### src/rtl/pcs_sync_pkg.sv
// Shared definitions for the 1000BASE-X code-group synchronization lanes:
// state encoding, comma patterns and code-group classification helpers.
package pcs_sync_pkg;

  typedef logic [1:0] sync_state_t;

  localparam sync_state_t StLossOfSync   = 2'd0;
  localparam sync_state_t StCommaDetect  = 2'd1;
  localparam sync_state_t StAcquireSync  = 2'd2;
  localparam sync_state_t StSyncAcquired = 2'd3;

  // Seven-bit comma prefixes of K28.1/K28.5/K28.7 in both disparities.
  localparam logic [6:0] CommaPlus  = 7'b0011111;
  localparam logic [6:0] CommaMinus = 7'b1100000;

  // Width of the comma/good/bad counters; thresholds are limited to 7.
  localparam int unsigned SmallCntW = 3;

  function automatic logic is_comma(input logic [9:0] cg);
    return (cg[9:3] == CommaPlus) || (cg[9:3] == CommaMinus);
  endfunction

  function automatic logic is_invalid(input logic [9:0] cg);
    logic [3:0] ones;
    ones = 4'($countones(cg));
    return (ones < 4'd4) || (ones > 4'd6);
  endfunction

endpackage

### src/rtl/pcs_sync_lane.sv
// One lane of code-group synchronization: sync FSM, acquisition/loss counters,
// saturating loss-of-sync counter and the registered SUDI output.
module pcs_sync_lane
  import pcs_sync_pkg::*;
#(
  parameter int unsigned COMMA_ACQ = 3,
  parameter int unsigned GOOD_CGS  = 3,
  parameter int unsigned MAX_BAD   = 4,
  parameter int unsigned CNT_W     = 8
) (
  input  logic             clk,
  input  logic             rst_n,
  input  logic             power_on,
  input  logic             signal_detect,
  input  logic             indicate,
  input  logic [9:0]       pudi,
  output logic             code_sync_status,
  output logic [10:0]      sudi,
  output logic [CNT_W-1:0] sync_loss_cnt
);

  sync_state_t          state_q, state_d;
  logic                 rx_even_q, rx_even_d;
  logic [SmallCntW-1:0] comma_cnt_q, comma_cnt_d;
  logic [SmallCntW-1:0] bad_cnt_q, bad_cnt_d;
  logic [SmallCntW-1:0] good_cnt_q, good_cnt_d;
  logic [CNT_W-1:0]     loss_cnt_q, loss_cnt_d;
  logic [10:0]          sudi_q, sudi_d;

  logic comma;
  logic invalid;
  logic force_loss;
  logic bad_cg;
  logic loss_sat;

  assign comma      = is_comma(pudi);
  assign invalid    = is_invalid(pudi);
  assign force_loss = !power_on || !signal_detect;
  assign loss_sat   = (loss_cnt_q == {CNT_W{1'b1}});
  // In sync, a comma landing on an odd position is as bad as a coding error.
  assign bad_cg     = invalid || (comma && rx_even_q);

  always_comb begin
    state_d     = state_q;
    rx_even_d   = rx_even_q;
    comma_cnt_d = comma_cnt_q;
    bad_cnt_d   = bad_cnt_q;
    good_cnt_d  = good_cnt_q;
    loss_cnt_d  = loss_cnt_q;
    sudi_d      = sudi_q;

    if (force_loss) begin
      state_d     = StLossOfSync;
      comma_cnt_d = '0;
      bad_cnt_d   = '0;
      good_cnt_d  = '0;
      if ((state_q == StSyncAcquired) && !loss_sat) begin
        loss_cnt_d = loss_cnt_q + 1'b1;
      end
    end else if (indicate) begin
      case (state_q)
        StLossOfSync: begin
          if (comma) begin
            rx_even_d   = 1'b1;
            comma_cnt_d = 3'd1;
            state_d     = StCommaDetect;
          end else begin
            rx_even_d = !rx_even_q;
          end
        end

        StCommaDetect: begin
          if (!invalid && !comma) begin
            rx_even_d = 1'b0;
            state_d   = StAcquireSync;
          end else begin
            rx_even_d = !rx_even_q;
            state_d   = StLossOfSync;
          end
        end

        StAcquireSync: begin
          if (!invalid && !comma) begin
            rx_even_d = !rx_even_q;
          end else if (comma && !invalid && !rx_even_q) begin
            rx_even_d = 1'b1;
            if (comma_cnt_q + 3'd1 == 3'(COMMA_ACQ)) begin
              state_d    = StSyncAcquired;
              bad_cnt_d  = '0;
              good_cnt_d = '0;
            end else begin
              comma_cnt_d = comma_cnt_q + 3'd1;
              state_d     = StCommaDetect;
            end
          end else begin
            rx_even_d = !rx_even_q;
            state_d   = StLossOfSync;
          end
        end

        default: begin
          rx_even_d = comma ? 1'b1 : !rx_even_q;
          if (bad_cg) begin
            good_cnt_d = '0;
            if (bad_cnt_q + 3'd1 == 3'(MAX_BAD)) begin
              state_d     = StLossOfSync;
              bad_cnt_d   = '0;
              comma_cnt_d = '0;
              if (!loss_sat) begin
                loss_cnt_d = loss_cnt_q + 1'b1;
              end
            end else begin
              bad_cnt_d = bad_cnt_q + 3'd1;
            end
          end else if (bad_cnt_q != '0) begin
            if (good_cnt_q + 3'd1 == 3'(GOOD_CGS)) begin
              bad_cnt_d  = bad_cnt_q - 3'd1;
              good_cnt_d = '0;
            end else begin
              good_cnt_d = good_cnt_q + 3'd1;
            end
          end
        end
      endcase
      sudi_d = {rx_even_d, pudi};
    end
  end

  always_ff @(posedge clk) begin
    if (!rst_n) begin
      state_q     <= StLossOfSync;
      rx_even_q   <= 1'b0;
      comma_cnt_q <= '0;
      bad_cnt_q   <= '0;
      good_cnt_q  <= '0;
      loss_cnt_q  <= '0;
      sudi_q      <= '0;
    end else begin
      state_q     <= state_d;
      rx_even_q   <= rx_even_d;
      comma_cnt_q <= comma_cnt_d;
      bad_cnt_q   <= bad_cnt_d;
      good_cnt_q  <= good_cnt_d;
      loss_cnt_q  <= loss_cnt_d;
      sudi_q      <= sudi_d;
    end
  end

  assign code_sync_status = (state_q == StSyncAcquired);
  assign sudi             = sudi_q;
  assign sync_loss_cnt    = loss_cnt_q;

endmodule

### src/rtl/pcs_sync_lanes.sv
// Multi-lane 1000BASE-X code-group synchronization: independent per-lane sync
// FSMs with sliced buses and an aggregate all-lanes-in-sync flag.
module pcs_sync_lanes
  import pcs_sync_pkg::*;
#(
  parameter int unsigned NUM_LANES = 2,
  parameter int unsigned COMMA_ACQ = 3,
  parameter int unsigned GOOD_CGS  = 3,
  parameter int unsigned MAX_BAD   = 4,
  parameter int unsigned CNT_W     = 8
) (
  input  logic                       Clk,
  input  logic                       mr_main_reset,
  input  logic                       power_on,
  input  logic [NUM_LANES-1:0]       signal_detect,
  input  logic [NUM_LANES*10-1:0]    PUDI,
  input  logic [NUM_LANES-1:0]       PUDI_indicate,
  output logic [NUM_LANES-1:0]       code_sync_status,
  output logic [NUM_LANES*11-1:0]    SUDI,
  output logic                       all_sync,
  output logic [NUM_LANES*CNT_W-1:0] sync_loss_cnt
);

  for (genvar i = 0; i < NUM_LANES; i++) begin : g_lane
    pcs_sync_lane #(
      .COMMA_ACQ (COMMA_ACQ),
      .GOOD_CGS  (GOOD_CGS),
      .MAX_BAD   (MAX_BAD),
      .CNT_W     (CNT_W)
    ) u_lane (
      .clk              (Clk),
      .rst_n            (mr_main_reset),
      .power_on         (power_on),
      .signal_detect    (signal_detect[i]),
      .indicate         (PUDI_indicate[i]),
      .pudi             (PUDI[10*i +: 10]),
      .code_sync_status (code_sync_status[i]),
      .sudi             (SUDI[11*i +: 11]),
      .sync_loss_cnt    (sync_loss_cnt[CNT_W*i +: CNT_W])
    );
  end

  assign all_sync = &code_sync_status;

endmodule

### config.mk
export PLATFORM = sky130hd
export DESIGN_NAME = pcs_sync_lanes
export DESIGN_NICKNAME = d
export VERILOG_FILES = /design/src/rtl/pcs_sync_pkg.sv /design/src/rtl/pcs_sync_lane.sv /design/src/rtl/pcs_sync_lanes.sv
export SDC_FILE = /design/constraint.sdc
export NUM_CORES = 1
export LEC_CHECK = 0
export CORE_ASPECT_RATIO = 0.7
export CORE_MARGIN = 2
export CORE_UTILIZATION = 59
export CTS_CLUSTER_SIZE = 30
export DETAILED_ROUTE_END_ITERATION = 7
export PLACE_DENSITY = 0.87
export SYNTH_ARGS = -nofsm -noshare
export SYNTH_HDL_FRONTEND = slang
export SYNTH_HIERARCHICAL = 1
export SYNTH_SLANG_ARGS = --single-unit
### constraint.sdc
create_clock -name Clk -period 7 [get_ports Clk]
set_input_delay 1.05 -clock Clk [delete_from_list [all_inputs] [get_ports Clk]]
set_output_delay 1.05 -clock Clk [all_outputs]
set_load 0.1 [all_outputs]
==> summary.md, run 1 <==
| Metric | Value |
|---|---|
| Run status | `completed` |
| Hold_sp | `g_lane[0].u_lane/sudi[0]$_SDFFE_PN0P_` |
| Area of the multi-input gates | `2750 um^2` |
| CTS tree | `built` |
| Placement Cell Area | `4930 um^2` |
| Cells after Synth | `502` |
| Setup crit end | `g_lane[1].u_lane/sync_loss_cnt[5]$_SDFFE_PN0P_` |
| Clock Power Share | `31.5%` |
| Die footprint | `7890 um^2` |
| Drt pass-1 iters | `5` |
| DRT Wirelength | `10.7 mm` |
| CP bufs+invs | `3` |
| Clock sinks | `60` |
| Crit. Startpoint | `PUDI[13]` |
| # hold bufs at CTS | `0` |
| # IOs | `68` |
| Int Pwr | `0.571 mW` |
| FF+latch area | `1200 um^2` |
| Largest net degree at the start of global routing | `25` |
| Final ANT Viol Nets | `0` |
| Crit path max-delay family | `adder cells` |
| R2r endpoint | `g_lane[1].u_lane/bad_cnt_q[2]$_SDFFE_PP0P_` |
| Actual slew at the worst max-slew pin | `1010 ps` |
| Core area | `6850 um^2` |
| Finished Core Util | `74.6%` |
| Switching power | `0.334 mW` |
| Max-slew headroom | `32.7%` |
| Final worst path period share | `73.8%` |
| Tot GR Track Use | `28.1%` |
| RSZ-0062 raised after global routing | `no` |
| Most frequent cells in the layout | `nand2_1, clkdlybuf4s50_1, dfxtp_1` |
| Crit path DAT | `5450 ps` |
| Post-route DRC | `0` |
| Vias per std cell | `6.10` |
| Worst-Skew Late Latency | `350 ps` |
| Clock tree buffer depth | `2` |
| Gate power share | `30.0%` |
| Post-DP HPWL | `8.06 mm` |
| Vias in the first global route | `3,653` |
| Cell variety after synth | `71` |
| Clock H-tree levels | `3` |
| First-pass GRT wire length | `17.9 mm` |
| Cell Rows | `25` |
| Crit-path most repeated cell | `fa_1` |
| P&R area growth vs syn | `20.5%` |
| PD cells | `177 nW/um^2` |
| Register area share after synthesis | `28.3%` |
| Launch point of the worst reg-to-reg path | `g_lane[1].u_lane/state_q[1]$_SDFFE_PP0P_` |
| GR Overflow Total | `0` |
| Worst EP required | `7290 ps` |
| Final TNS setup | `0 ps` |
| Classification of the worst setup path | `input port to flop` |
| Max Clock Freq | `194 MHz` |
| Leak | `1.88 nW` |
| Max-Cap Viols | `0` |
| Starting DRC count in detailed routing | `295` |
| Worst hold path type | `flop to flop` |
| PostCTS Resize Cnt | `0` |
| Max incr delay on CP | `620 ps` |
| Syn avg cell area | `8.45 um^2` |
| Most used flip-flop cell after synthesis | `dfxtp_1` |
| Synth Register Bits | `60` |
| Fillers | `492` |
| Number of setup buffers added after CTS | `0` |
| Final setup violation count | `0` |
| Die Ht | `74.9 um` |
| Flop pwr share | `38.6%` |
| Drt wl/cell | `16.3 um` |
| CP max FO | `13` |
| N_diodes | `0` |
| Crit end category | `flop` |
| Asr flop ratio synth | `0%` |
| Tot Pwr | `0.905 mW` |
| Slowest cell on crit path | `clkdlybuf4s50_1` |
| Number of gates on the worst path with buffers counted | `14` |
| Final min period | `5160 ps` |
| Crit-path cells | `clkdlybuf4s50_1, inv_1, fa_1, fa_1, fa_1, inv_1, ha_1, fa_1, nand2b_1, a32oi_4, a31oi_4, a41oi_4, or4_1, a21boi_1` |
| Number of enable flip-flop cells after synthesis | `0` |
| Hold Fails Final Rpt | `0` |
| Worst setup SP type | `input port` |
| Cells on worst reg2reg path | `6` |
| Nets | `634` |
| CTS Root Buffer Type | `clkbuf_8` |
| Via count | `4,023` |
| Worst VDD drop | `0.123 mV` |
| Initial Utilization | `61.9%` |
| Gpl congestion | `0.963` |
| Netlist Area Pre-Place | `4240 um^2` |
| Synth Warn # | `6` |
| Share of layout cells above drive strength 1 | `6.89%` |
| Clock Pin Slew Worst Setup and Hold Paths | `80 ps` |
| Most common cell after layout, fill and taps aside | `nand2_1` |
| Flop2flop setup slack | `4460 ps` |
| Port Buffers | `67` |
| Final Instance Area | `5110 um^2` |
| Total clock buffers created by CTS | `9` |
| Initial antenna violation count | `0` |
| Syn Nets | `575` |
| Width of the die | `105 um` |
| Sw Ratio | `36.9%` |
| Clock skew | `10.3 ps` |
| Pins Over Slew Limit | `0` |
==> worst register-to-register path, delay by kind of cell, from the launching register on <==
kind	cells	cell delay (ps)
AOI/OAI and AO/OA	3	720
adders and majority gates	1	590
DFF	1	460
and+or+nand+nor	2	650
==> cells in the mapped netlist (10+ instances only) <==
library cell / number / area (um^2)
o21ai_0: 17 / 85.1
a21oi_1: 32 / 160
nand2_1: 68 / 255
and3_1: 13 / 81.3
mux2i_1: 11 / 110
nor2_1: 17 / 63.8
nand3_1: 22 / 110
a21boi_0: 12 / 90.1
dfxtp_1: 60 / 1200
ha_1: 34 / 425
fa_1: 12 / 240
clkbuf_1: 12 / 45.0
or4_1: 10 / 75.1
inv_1: 52 / 195
==> area by class of cell <==
class | count | share of cell area [%]
clock buffer | 10 | 2.50
clock inverter | 6 | 0.955
timing repair buffer | 67 | 13.1
multi-input combinational | 371 | 53.8
tap | 94 | 2.30
inverter | 52 | 3.82
sequential | 60 | 23.5
==> state kept, by name (all words and copies together) (netlist names) <==
| signal | cells |
|---|---|
| g_lane.u_lane/good_cnt_q | 6 |
| g_lane.u_lane/sudi | 20 |
| g_lane.u_lane/comma_cnt_q | 6 |
| g_lane.u_lane/rx_even_q | 2 |
| g_lane.u_lane/state_q | 4 |
| g_lane.u_lane/bad_cnt_q | 6 |
| g_lane.u_lane/sync_loss_cnt | 16 |
==> metrics by stage <==
step / instances / hold slack (ps) / worst slack, ps
5_1_grt: 660 / 478 / 1620
4_1_cts: 660 / 457 / 1880
3_3_place_gp: 644 / 442 / 1670
6_report: 660 / 456 / 1840
2_1_floorplan: 502 / 450 / 2360
3_5_place_dp: 644 / 446 / 1500
==> power by group through the flow <==
| stage | clock network [mW] | logic (mW) | registers [mW] |
|---|---|---|---|
| detailed placement | 0 | 0.263 | 0.357 |
| finish | 0.285 | 0.271 | 0.349 |
| floorplan | 0 | 0.170 | 0.383 |
| CTS | 0.290 | 0.265 | 0.349 |
| global placement | 0 | 0.250 | 0.357 |
| global route | 0.306 | 0.294 | 0.349 |
==> worst min path at each step <==
stage	to	cells after the start	slack (ps)
after floorplan	g_lane[0].u_lane/good_cnt_q[2]$_SDFFE_PP0P_	2	450
after global placement	g_lane[0].u_lane/sudi[6]$_SDFFE_PN0P_	2	440
after detailed placement	g_lane[0].u_lane/sudi[6]$_SDFFE_PN0P_	2	450
after CTS	g_lane[0].u_lane/sudi[6]$_SDFFE_PN0P_	2	460
after global routing	g_lane[0].u_lane/sudi[6]$_SDFFE_PN0P_	2	480
final	g_lane[0].u_lane/sudi[0]$_SDFFE_PN0P_	2	460
==> logic make-up after synthesis <==
family                     synth area share (%)
xor gates and xnor gates                   1.24
and+or+nand+nor                            23.7
AOI/OAI and AO/OA                          21.3
DFF                                        28.3
buffers and inverters                      6.87
muxes                                      2.86
adders and majority gates                  15.7
==> per-layer routing <==
metal / vias up / GRT usage (%) / wire length [um]
met5: - / 0 / 0
met4: 0 / 7.70 / 150
met3: 19 / 5.71 / 800
met2: 188 / 42.7 / 4650
met1: 1888 / 40.8 / 5130
li1: 1928 / - / -
No activity file was read; power rests on OpenSTA's default activity.
==> run 2, diff against run 1 <==
Settings changed: CORE_UTILIZATION 59 to 49, PLACE_DENSITY 0.87 to 0.77.
Clock period 7 ns to 4.7 ns, I/O delays scaled along.
==> run 2 against run 1 <==
  * Utilization is 8.9 points lower
  * Largest power group is now clock
  * Global-route usage is 3.6 points lower
  * Flip-flop and latch count unchanged
  * Sequential power up 49%
  * Largest cell class unchanged
  * Register-to-register slack worse by 2200 ps
==> summary.md, run 2 (synthesis gave the netlist of run 1 again) <==
| Metric | Value |
|---|---|
| Max Clock Freq | `219 MHz` |
| Starting DRC count in detailed routing | `245` |
| Cells on worst reg2reg path | `6` |
| Initial Utilization | `50.2%` |
| # hold bufs at CTS | `0` |
| Port Buffers | `67` |
| Drt wl/cell | `15.4 um` |
| Fin Hold WS | `454 ps` |
| Largest net degree at the start of global routing | `25` |
| Pins Over Slew Limit | `0` |
| CTS Root Buffer Type | `clkbuf_16` |
| Die Ht | `81.8 um` |
| Most frequent cells in the layout | `nand2_1, clkdlybuf4s50_1, dfxtp_1` |
| Max-Cap Viols | `0` |
| Vias in the first global route | `3,721` |
| Initial antenna violation count | `0` |
| Total clock buffers created by CTS | `9` |
| Hold Fails Final Rpt | `0` |
| P&R area growth vs syn | `30.8%` |
| Final ANT Viol Nets | `0` |
| Drt pass-1 iters | `5` |
| Crit end category | `flop` |
| CTS tree | `built` |
| # IOs | `68` |
| Layout Cells excl Fill | `722` |
| Leak | `2.11 nW` |
| Worst VDD drop | `0.179 mV` |
| Max-slew headroom | `32.0%` |
| Worst EP required | `4960 ps` |
| DRT Wirelength | `11.1 mm` |
| Post-DP HPWL | `8.37 mm` |
| Launch point of the worst reg-to-reg path | `g_lane[1].u_lane/state_q[1]$_SDFFE_PP0P_` |
| Width of the die | `115 um` |
| Via count | `4,076` |
| Worst setup SP type | `input port` |
| Clock skew | `7.96 ps` |
| Clock Pin Slew Worst Setup and Hold Paths | `60 ps` |
| Setup crit end | `g_lane[1].u_lane/sync_loss_cnt[4]$_SDFFE_PN0P_` |
| Placed insts | `704` |
| Run status | `completed` |
| Tot Pwr | `1.62 mW` |
| Flop2flop setup slack | `2270 ps` |
| Final setup violation count | `0` |
| Final min period | `4570 ps` |
| Die footprint | `9430 um^2` |
| PD cells | `292 nW/um^2` |
| Most common cell after layout, fill and taps aside | `nand2_1` |
| Gpl congestion | `0.924` |
| N_diodes | `0` |
| Clock tree buffer depth | `2` |
| Post-route DRC | `0` |
| Share of layout cells above drive strength 1 | `13.6%` |
| First-pass GRT wire length | `18.1 mm` |
| Worst-Skew Late Latency | `340 ps` |
| Nets | `670` |
| Crit. Startpoint | `PUDI[10]` |
| Clock H-tree levels | `3` |
| Worst hold path type | `flop to flop` |
| Core area | `8440 um^2` |
| Finished Core Util | `65.7%` |
| Final worst path period share | `97.3%` |
| Vias per std cell | `5.65` |
| Actual slew at the worst max-slew pin | `1020 ps` |
| CP max FO | `7` |
| Clock sinks | `60` |
| Final TNS setup | `0 ps` |
| Cell Rows | `28` |
| Crit path DAT | `4840 ps` |
| Classification of the worst setup path | `input port to flop` |
| Max reg flops | `20` |
| Tot GR Track Use | `24.4%` |
| R2r endpoint | `g_lane[1].u_lane/bad_cnt_q[2]$_SDFFE_PP0P_` |
| GR Overflow Total | `0` |
[run 2: layout make-up]
cell class / instances / area, um^2
Clock buffer: 9 / 225
Clock inverter: 7 / 57.6
Multi-Input combinational cell: 371 / 2780
Timing Repair Buffer: 103 / 941
Tap cell: 120 / 150
Fill cell: 707 / 2900
Inverter: 52 / 195
Sequential cell: 60 / 1200
[run 2: repair_timing]
| action | in CTS | in global routing |
|---|---|---|
| setup buffers | 0 | 2 |
| gates resized for setup | 0 | 7 |
| endpoints found under the setup margin | 0 | 15 |
| hold endpoints to repair | 0 | 0 |
[run 2: stage by stage]
step | instance area (um^2) | worst slack [ps]
CTS | 5500 | 105
finish | 5550 | 128
detailed placement | 5220 | -244
floorplan | 4240 | 408
global route | 5550 | -0.481
global placement | 5220 | -148
[run 2: how the worst min path moves through the flow]
stage | cells after the start | from | to | slack [ps]
floorplan | 2 | g_lane[0].u_lane/good_cnt_q[2]$_SDFFE_PP0P_ | g_lane[0].u_lane/good_cnt_q[2]$_SDFFE_PP0P_ | 450
global placement | 2 | g_lane[0].u_lane/sudi[0]$_SDFFE_PN0P_ | g_lane[0].u_lane/sudi[0]$_SDFFE_PN0P_ | 440
detailed placement | 2 | g_lane[0].u_lane/sudi[8]$_SDFFE_PN0P_ | g_lane[0].u_lane/sudi[8]$_SDFFE_PN0P_ | 450
CTS | 2 | g_lane[0].u_lane/sudi[4]$_SDFFE_PN0P_ | g_lane[0].u_lane/sudi[4]$_SDFFE_PN0P_ | 460
global route | 2 | g_lane[0].u_lane/sudi[3]$_SDFFE_PN0P_ | g_lane[0].u_lane/sudi[3]$_SDFFE_PN0P_ | 480
finish | 2 | g_lane[0].u_lane/sudi[4]$_SDFFE_PN0P_ | g_lane[0].u_lane/sudi[4]$_SDFFE_PN0P_ | 450
[run 2: power by group]
group	switching (mW)	internal, mW	total, mW
clock	0.259	0.364	0.623
combinational	0.278	0.197	0.474
sequential	0.00525	0.515	0.521
[run 2: metal layers]
layer | wire length, um | global-route usage [%] | share of wire (%)
met3 | 724 | 5.98 | 6.5
met4 | 156 | 7.95 | 1.4
met5 | 0 | 0 | 0
met2 | 4800 | 36.2 | 43
met1 | 5430 | 34.8 | 49
[run 2: critical path, cell delays in order]
cell and delay [ps]:
clkdlybuf4s50_1 490, inv_1 70, fa_1 570, fa_1 460
fa_1 490, inv_1 40, ha_1 200, fa_2 360
nand2b_1 150, a32oi_4 190, a31oi_4 250, a41oi_4 170
buf_4 190, or3_1 330, a21boi_0 170
